--- config.mk ---
export PLATFORM = sky130hd
export DESIGN_NAME = mips_controller
export DESIGN_NICKNAME = d
export VERILOG_FILES = /design/src/rtl/mips_controller_pkg.sv /design/src/rtl/mips_alu_decoder.sv /design/src/rtl/mips_controller.sv
export SDC_FILE = /design/constraint.sdc
export NUM_CORES = 1
export LEC_CHECK = 0
export ABC_AREA = 1
export CAP_MARGIN = 40
export CORE_UTILIZATION = 38
export DETAILED_ROUTE_END_ITERATION = 10
export HOLD_SLACK_MARGIN = 0.12
export PLACE_DENSITY = 0.83
export SYNTH_ARGS = -nofsm -noshare
export SYNTH_HDL_FRONTEND = slang
export SYNTH_SLANG_ARGS = --single-unit
--- constraint.sdc ---
create_clock -name clk -period 4.9 [get_ports clk]
set_clock_uncertainty 0.2 [all_clocks]
set_input_delay 1.47 -clock clk [delete_from_list [all_inputs] [get_ports clk]]
set_output_delay 1.47 -clock clk [all_outputs]
set_load 0.03 [all_outputs]
--- src/rtl/mips_controller_pkg.sv ---
// Shared definitions for the multicycle MIPS control unit: state encodings,
// opcode/funct constants, ALU operation codes and the control bundle.
package mips_controller_pkg;

    localparam int unsigned OP_W      = 6;
    localparam int unsigned FUNCT_W   = 6;
    localparam int unsigned ALUCONT_W = 3;
    localparam int unsigned IRW_W     = 4;

    typedef enum logic [3:0] {
        FETCH1  = 4'd0,
        FETCH2  = 4'd1,
        FETCH3  = 4'd2,
        FETCH4  = 4'd3,
        DECODE  = 4'd4,
        MEMADR  = 4'd5,
        LBRD    = 4'd6,
        LBWR    = 4'd7,
        SBWR    = 4'd8,
        RTYPEEX = 4'd9,
        RTYPEWR = 4'd10,
        BEQEX   = 4'd11,
        JEX     = 4'd12,
        ADDIEX  = 4'd13,
        ADDIWR  = 4'd14
    } state_t;

    localparam logic [OP_W-1:0] OP_LB    = 6'b100000;
    localparam logic [OP_W-1:0] OP_SB    = 6'b101000;
    localparam logic [OP_W-1:0] OP_RTYPE = 6'b000000;
    localparam logic [OP_W-1:0] OP_BEQ   = 6'b000100;
    localparam logic [OP_W-1:0] OP_J     = 6'b000010;
    localparam logic [OP_W-1:0] OP_ADDI  = 6'b001000;

    localparam logic [FUNCT_W-1:0] FUNCT_ADD = 6'b100000;
    localparam logic [FUNCT_W-1:0] FUNCT_SUB = 6'b100010;
    localparam logic [FUNCT_W-1:0] FUNCT_AND = 6'b100100;
    localparam logic [FUNCT_W-1:0] FUNCT_OR  = 6'b100101;
    localparam logic [FUNCT_W-1:0] FUNCT_SLT = 6'b101010;

    typedef enum logic [1:0] {
        ALUOP_ADD   = 2'b00,
        ALUOP_SUB   = 2'b01,
        ALUOP_FUNCT = 2'b10
    } aluop_t;

    localparam logic [ALUCONT_W-1:0] ALUCONT_ADD = 3'b010;
    localparam logic [ALUCONT_W-1:0] ALUCONT_SUB = 3'b110;
    localparam logic [ALUCONT_W-1:0] ALUCONT_AND = 3'b000;
    localparam logic [ALUCONT_W-1:0] ALUCONT_OR  = 3'b001;
    localparam logic [ALUCONT_W-1:0] ALUCONT_SLT = 3'b111;
    localparam logic [ALUCONT_W-1:0] ALUCONT_BAD = 3'b101;

    // Per-state control bundle; an all-zero value is the idle decode.
    typedef struct packed {
        logic             memread;
        logic             memwrite;
        logic             pcwrite;
        logic             branch;
        logic             iord;
        logic [IRW_W-1:0] irwrite;
        logic             regdst;
        logic             memtoreg;
        logic             regwrite;
        logic             alusrca;
        logic [1:0]       alusrcb;
        aluop_t           aluop;
        logic [1:0]       pcsource;
    } ctrl_t;

endpackage

--- src/rtl/mips_alu_decoder.sv ---
// Maps the FSM's coarse ALU request plus the R-type funct field onto the
// datapath ALU control code.
module mips_alu_decoder
    import mips_controller_pkg::*;
(
    input  aluop_t               i_aluop,
    input  logic [FUNCT_W-1:0]   i_funct,
    output logic [ALUCONT_W-1:0] o_alucont_c
);

    always_comb begin
        o_alucont_c = ALUCONT_ADD;
        case (i_aluop)
            ALUOP_ADD: o_alucont_c = ALUCONT_ADD;
            ALUOP_SUB: o_alucont_c = ALUCONT_SUB;
            ALUOP_FUNCT: begin
                case (i_funct)
                    FUNCT_ADD: o_alucont_c = ALUCONT_ADD;
                    FUNCT_SUB: o_alucont_c = ALUCONT_SUB;
                    FUNCT_AND: o_alucont_c = ALUCONT_AND;
                    FUNCT_OR:  o_alucont_c = ALUCONT_OR;
                    FUNCT_SLT: o_alucont_c = ALUCONT_SLT;
                    default:   o_alucont_c = ALUCONT_BAD;
                endcase
            end
            default: o_alucont_c = ALUCONT_ADD;
        endcase
    end

endmodule

--- src/rtl/mips_controller.sv ---
// Multicycle control FSM for the 8-bit MIPS core: byte-serial fetch, decode,
// execute, memory and writeback sequencing with Moore control decodes.
module mips_controller
    import mips_controller_pkg::*;
#(
    parameter int unsigned STATE_W = 4
) (
    input  logic                 clk,
    input  logic                 reset,
    input  logic [OP_W-1:0]      op,
    input  logic [FUNCT_W-1:0]   funct,
    input  logic                 zero,
    output logic                 memread,
    output logic                 memwrite,
    output logic                 pcen,
    output logic                 iord,
    output logic [IRW_W-1:0]     irwrite,
    output logic                 regdst,
    output logic                 memtoreg,
    output logic                 regwrite,
    output logic                 alusrca,
    output logic [1:0]           alusrcb,
    output logic [ALUCONT_W-1:0] alucont,
    output logic [1:0]           pcsource,
    output logic [STATE_W-1:0]   state
);

    state_t r_state;
    state_t w_next;
    ctrl_t  w_ctrl;
    logic   w_run;

    always_ff @(posedge clk or posedge reset) begin
        if (reset) begin
            r_state <= FETCH1;
        end else begin
            r_state <= w_next;
        end
    end

    always_comb begin
        w_next = FETCH1;
        w_ctrl = '0;
        case (r_state)
            FETCH1, FETCH2, FETCH3, FETCH4: begin
                w_next           = (r_state == FETCH4) ? DECODE : state_t'(r_state + 4'd1);
                w_ctrl.memread   = 1'b1;
                w_ctrl.alusrcb   = 2'b01;
                w_ctrl.aluop     = ALUOP_ADD;
                w_ctrl.pcwrite   = 1'b1;
                w_ctrl.pcsource  = 2'b00;
                // Fetch state index selects which IR byte lane loads.
                w_ctrl.irwrite   = IRW_W'(1) << r_state[1:0];
            end
            DECODE: begin
                case (op)
                    OP_LB, OP_SB: w_next = MEMADR;
                    OP_RTYPE:     w_next = RTYPEEX;
                    OP_BEQ:       w_next = BEQEX;
                    OP_J:         w_next = JEX;
                    OP_ADDI:      w_next = ADDIEX;
                    default:      w_next = FETCH1;
                endcase
                w_ctrl.alusrcb = 2'b11;
                w_ctrl.aluop   = ALUOP_ADD;
            end
            MEMADR: begin
                w_next         = (op == OP_SB) ? SBWR : LBRD;
                w_ctrl.alusrca = 1'b1;
                w_ctrl.alusrcb = 2'b10;
                w_ctrl.aluop   = ALUOP_ADD;
            end
            LBRD: begin
                w_next         = LBWR;
                w_ctrl.memread = 1'b1;
                w_ctrl.iord    = 1'b1;
            end
            LBWR: begin
                w_ctrl.regwrite = 1'b1;
                w_ctrl.memtoreg = 1'b1;
            end
            SBWR: begin
                w_ctrl.memwrite = 1'b1;
                w_ctrl.iord     = 1'b1;
            end
            RTYPEEX: begin
                w_next         = RTYPEWR;
                w_ctrl.alusrca = 1'b1;
                w_ctrl.alusrcb = 2'b00;
                w_ctrl.aluop   = ALUOP_FUNCT;
            end
            RTYPEWR: begin
                w_ctrl.regwrite = 1'b1;
                w_ctrl.regdst   = 1'b1;
            end
            BEQEX: begin
                w_ctrl.alusrca  = 1'b1;
                w_ctrl.aluop    = ALUOP_SUB;
                w_ctrl.branch   = 1'b1;
                w_ctrl.pcsource = 2'b01;
            end
            JEX: begin
                w_ctrl.pcwrite  = 1'b1;
                w_ctrl.pcsource = 2'b10;
            end
            ADDIEX: begin
                w_next         = ADDIWR;
                w_ctrl.alusrca = 1'b1;
                w_ctrl.alusrcb = 2'b10;
                w_ctrl.aluop   = ALUOP_ADD;
            end
            ADDIWR: begin
                w_ctrl.regwrite = 1'b1;
            end
            default: begin
                w_next = FETCH1;
            end
        endcase
    end

    mips_alu_decoder u_alu_decoder (
        .i_aluop     (w_ctrl.aluop),
        .i_funct     (funct),
        .o_alucont_c (alucont)
    );

    // State-changing strobes are suppressed for as long as reset is held.
    assign w_run    = ~reset;
    assign pcen     = w_run & (w_ctrl.pcwrite | (w_ctrl.branch & zero));
    assign regwrite = w_run & w_ctrl.regwrite;
    assign memwrite = w_run & w_ctrl.memwrite;
    assign irwrite  = w_ctrl.irwrite & {IRW_W{w_run}};

    assign memread  = w_ctrl.memread;
    assign iord     = w_ctrl.iord;
    assign regdst   = w_ctrl.regdst;
    assign memtoreg = w_ctrl.memtoreg;
    assign alusrca  = w_ctrl.alusrca;
    assign alusrcb  = w_ctrl.alusrcb;
    assign pcsource = w_ctrl.pcsource;
    assign state    = STATE_W'(r_state);

endmodule
Word-level counts from Yosys, hierarchy flattened
Cells that the tools add are included.

word-level totals
  bits in registers = 4
  output and inout bits = 23
  word-level logic and storage cells = 65

cells by class
  mux-type cells = 19
  reduce and logical (&&, ||, !) cells = 10
  add/sub/neg operators = 1
  shift-type cells = 1
  equal/unequal tests = 26
  bitwise gates (word level) = 7

operator list
  operator               count
  $eq A6 B6 Y1 const B   7
  $eq A4 B4 Y1 const B   7
  $pmux W4 S6            1
  $pmux W4 S5            1
  $eq A4 B3 Y1 const B   4
  $pmux W3 S5            1
  $mux W4                3
  $reduce_or A5 Y1       2
  $mux W1                9
  $eq A4 B2 Y1 const B   2
  $pmux W2 S2            2
  $reduce_or A4 Y1       2
  $eq A6 B2 Y1 const B   1
  $eq A6 B3 Y1 const B   1
  $eq A6 B4 Y1 const B   1
  $logic_not A6 Y1       1
  $pmux W2 S3            1
  $pmux W3 S2            1
  $reduce_or A2 Y1       3
  $add A4 B1 Y4 const B  1
  $and A1 B1 Y1          4
  $and A4 B4 Y4          1
  $eq A4 B1 Y1 const B   1
  $logic_not A4 Y1       1
  other kinds (6)        6

Depth between registers and ports, before layout
  word-level depth = 5
  mapped depth = 8
  gate-level depth less buffers = 8

Modules after synthesis
Synthesis repeated with hierarchy kept, for this count alone.

second synthesis, totals
  cells, all modules = 121
  area, all modules = 671.9 µm²

modules (own cells, without submodules)
  module            cells each  sequential area each (µm²)  area each (µm²)  times used
  mips_controller   90          100.1                       516.7            1
  mips_alu_decoder  31          0.0                         155.1            1

Least setup slack after synthesis
Ideal clock, no wire load.

  kind = input to output
  from = in reset
  to = out irwrite[0]
  buffers on the path = 1
  setup slack = 0.900 ns
  arrival = 2.330 ns
  stages = 2
  required time = 3.230 ns
  cells stage by stage = clkbuf_1 > nor3_1

between the ends
  longest elaborated chain between the ends = 2

ends and longest elaborated chain
  what                RTL line                text
  start: declaration  mips_controller.sv:9    input logic reset,
  $not A1 Y1          mips_controller.sv:128  assign w_run = ~reset;
  $and A4 B4 Y4       mips_controller.sv:132  assign irwrite = w_ctrl.irwrite & {IRW_W{w_run}};
  end: declaration    mips_controller.sv:17   output logic [IRW_W-1:0] irwrite,

Every way passes these cells.

Worst setup path after layout
  from = in funct[0]
  to = out alucont[2]

between the ends
  longest elaborated chain between the ends = 3

ends and longest elaborated chain
  what                RTL line                text
  start: declaration  mips_controller.sv:11   input logic [FUNCT_W-1:0] funct,
  $eq A6 B6 Y1        mips_alu_decoder.sv:17  case (i_funct)
  $pmux W3 S5 *       mips_alu_decoder.sv:17
  $pmux W3 S2 *       mips_alu_decoder.sv:13  case (i_aluop)
  end: declaration    mips_controller.sv:23   output logic [ALUCONT_W-1:0] alucont,

Every way passes the cells marked *; elsewhere a longest branch is shown, timed or not.

==> impl_results.md <==
- HPWL after detailed placement: 1470 um
- Die Wd: 41.5 um
- Hold Path Class: reg -> reg
- Drt total wl: 1710 um
- Crit path launch type: input port
- Synthesized Nets: 125
- Setup-failing EPs final: 0
- Max VDD drop: 0.263 mV
- Die area: 1720 um^2
- # rows: 13
- Placed cells: 155
- DR iter-0 viols: 9
- Pleak: 0.000484 uW
- Tot Pwr: 395 uW
- Area Growth Syn to Fin: 68.9%
- Clock buffer depth: 2
- Worst setup EP type: primary output
- R2r setup slk: 3380 ps
- First-pass GRT wire length: 3200 um
- CORE AREA: 1370 um^2
- PwrDens: 395 nW/um^2
- Min cycle time layout: 4710 ps
- Vias per cell: 5.00
- Area contributors post-synth: dfrtp_1 (17%), inv_1 (15%), ha_1 (13%)
- Die Y-Extent: 41.5 um
- Top cell type's share of synthesized area: 16.9%
- Largest net degree at the start of global routing: 9
- Arrival @ worst endpoint: 3040 ps
- Reg clk slew, reported paths: 30 ps
- Post-route insts no fill: 158
- Post-Syn Area: 592 um^2
- Starting density of the core: 43.3%
- TritonRoute pass-1 iters: 4
- Fmax: 0.212 GHz
- Total track usage: 22.9%
- Final ANT Viol Nets: 0
- Clock root buffer master: clkbuf_4
- Tcrit/Tclk final: 96.2%
- Crit path kind: in -> out
- Gp weighted congestion: 0.826
- Slew Limit Fails: 0
- Worst-margin pin slew: 324 ps
- Vias in the first global route: 765
- Fraction of layout cells with a size suffix above 1: 4.90%
- Yosys warns: 0
- Worst-path fanout max: 2
- WL/cell: 10.8 um
- Worst path required time: 3230 ps
- Final setup TNS: 0 ps
- Initial antenna violation count: 0
- Sequential share of the synthesized area: 16.9%
- Hold Path Depth: 3
- Clk sinks: 4
- Synthesized netlist cell count: 104
- R2R depth: 6
- Rel. slew slack: 78.4%
- TritonCTS buffer count: 3
- Ant. Diodes: 0
- Post-cts gate resize count: 0
- Register bit total from synthesis: 4
- Syn avg cell area: 5.69 um^2
- Count of input and output buffers: 37
- Synth cell types: 19
- Post-CTS Setup Inserts: 0
- # hold bufs at CTS: 0
- RSZ-0062 raised after global routing: no
- Layout Nets: 166
- I/O pin count: 38
- Status: finished, final reports clean
- Final Hold Fails: 0
- Post-route DRC: 0
- TritonCTS clock tree: built
- Largest area contributor in the netlist: dfrtp_1
- Via count: 790
- Htree depth: 1
- Grt ovf: 0
- Worst-skew pair later-pin latency: 230 ps
- Max Cap Viol: 0
- Largest register FFs: 4
[cells by family after synthesis]
kind of cell | Yosys count | share of synthesized area [%]
AOI/OAI and AO/OA | 12 | 12.1
buffers and inverters | 26 | 16.5
DFF | 4 | 16.9
adders and majority gates | 6 | 12.7
and+or+nand+nor | 56 | 41.9
[power by group]
part / switching [uW] / leakage, uW / internal [uW]
combinational: 180 / 0.000420 / 114
clock: 12.0 / 0.0000138 / 27.3
sequential: 15.8 / 0.0000510 / 46.0
[worst paths after layout]
check	from	endpoint
max	funct[0]	alucont[2]
min	state[0]	state[0]
max reg2reg	state[0]	state[1]
min reg2reg	state[0]	state[0]
max in group asynchronous	reset	state[1]
min in group asynchronous	reset	state[3]
[metal layers]
| metal | up-vias | track usage (%) | wire, um |
|---|---|---|---|
| li1 | 411 | - | - |
| met1 | 340 | 27.4 | 732 |
| met2 | 37 | 42.5 | 868 |
| met3 | 2 | 3.48 | 97 |
| met4 | 0 | 4.52 | 8 |
| met5 | - | 0 | 0 |
[placed cells by master (no fill, tap or decap), drive strengths merged]
master and instances:
nand3b 1, nand2 19, clkbuf 3, nor2 18, a21boi 1, ha 6
nand4 2, o2111ai 2, clkdlybuf4s50 37, and3 1, nor3 7, o21ai 4
a31oi 1, inv 25, nand3 8, dfrtp 4, a21oi 4
[per-stage QoR]
step	hold slack, ps	setup slack (ps)	util [%]	instance area [um^2]
after floorplan	617	900	-	592
after global placement	490	217	71.5	977
after detailed placement	505	181	71.5	977
after CTS	513	176	73.2	1000
after global routing	541	7.56	73.2	1000
final	507	186	73.2	1000
[cell usage after synthesis, drive strengths merged]
| cell | number |
|---|---|
| inv | 25 |
| nand2 | 19 |
| nor2 | 18 |
| nand3 | 8 |
| nor3 | 7 |
| ha | 6 |
| a21oi | 4 |
| dfrtp | 4 |
| o21ai | 4 |
| nand4 | 2 |
| o2111ai | 2 |
| a21boi | 1 |
| a31oi | 1 |
| and3 | 1 |
| clkbuf | 1 |
| nand3b | 1 |
[cell type report]
| cell class | count | area [um^2] |
|---|---|---|
| multi-input combinational | 74 | 394 |
| timing repair buffer | 37 | 370 |
| inverter | 25 | 93.8 |
| fill | 122 | 367 |
| tap | 15 | 18.8 |
| sequential | 4 | 100 |
| clock buffer | 3 | 22.5 |
[worst max-delay path, cell delays in order]
cell	delay [ps]
clkdlybuf4s50_1	480
inv_1	40
o2111ai_1	170
nand2_1	70
a21oi_1	120
clkdlybuf4s50_1	680
Note: power is estimated with default switching activity, not from simulation.
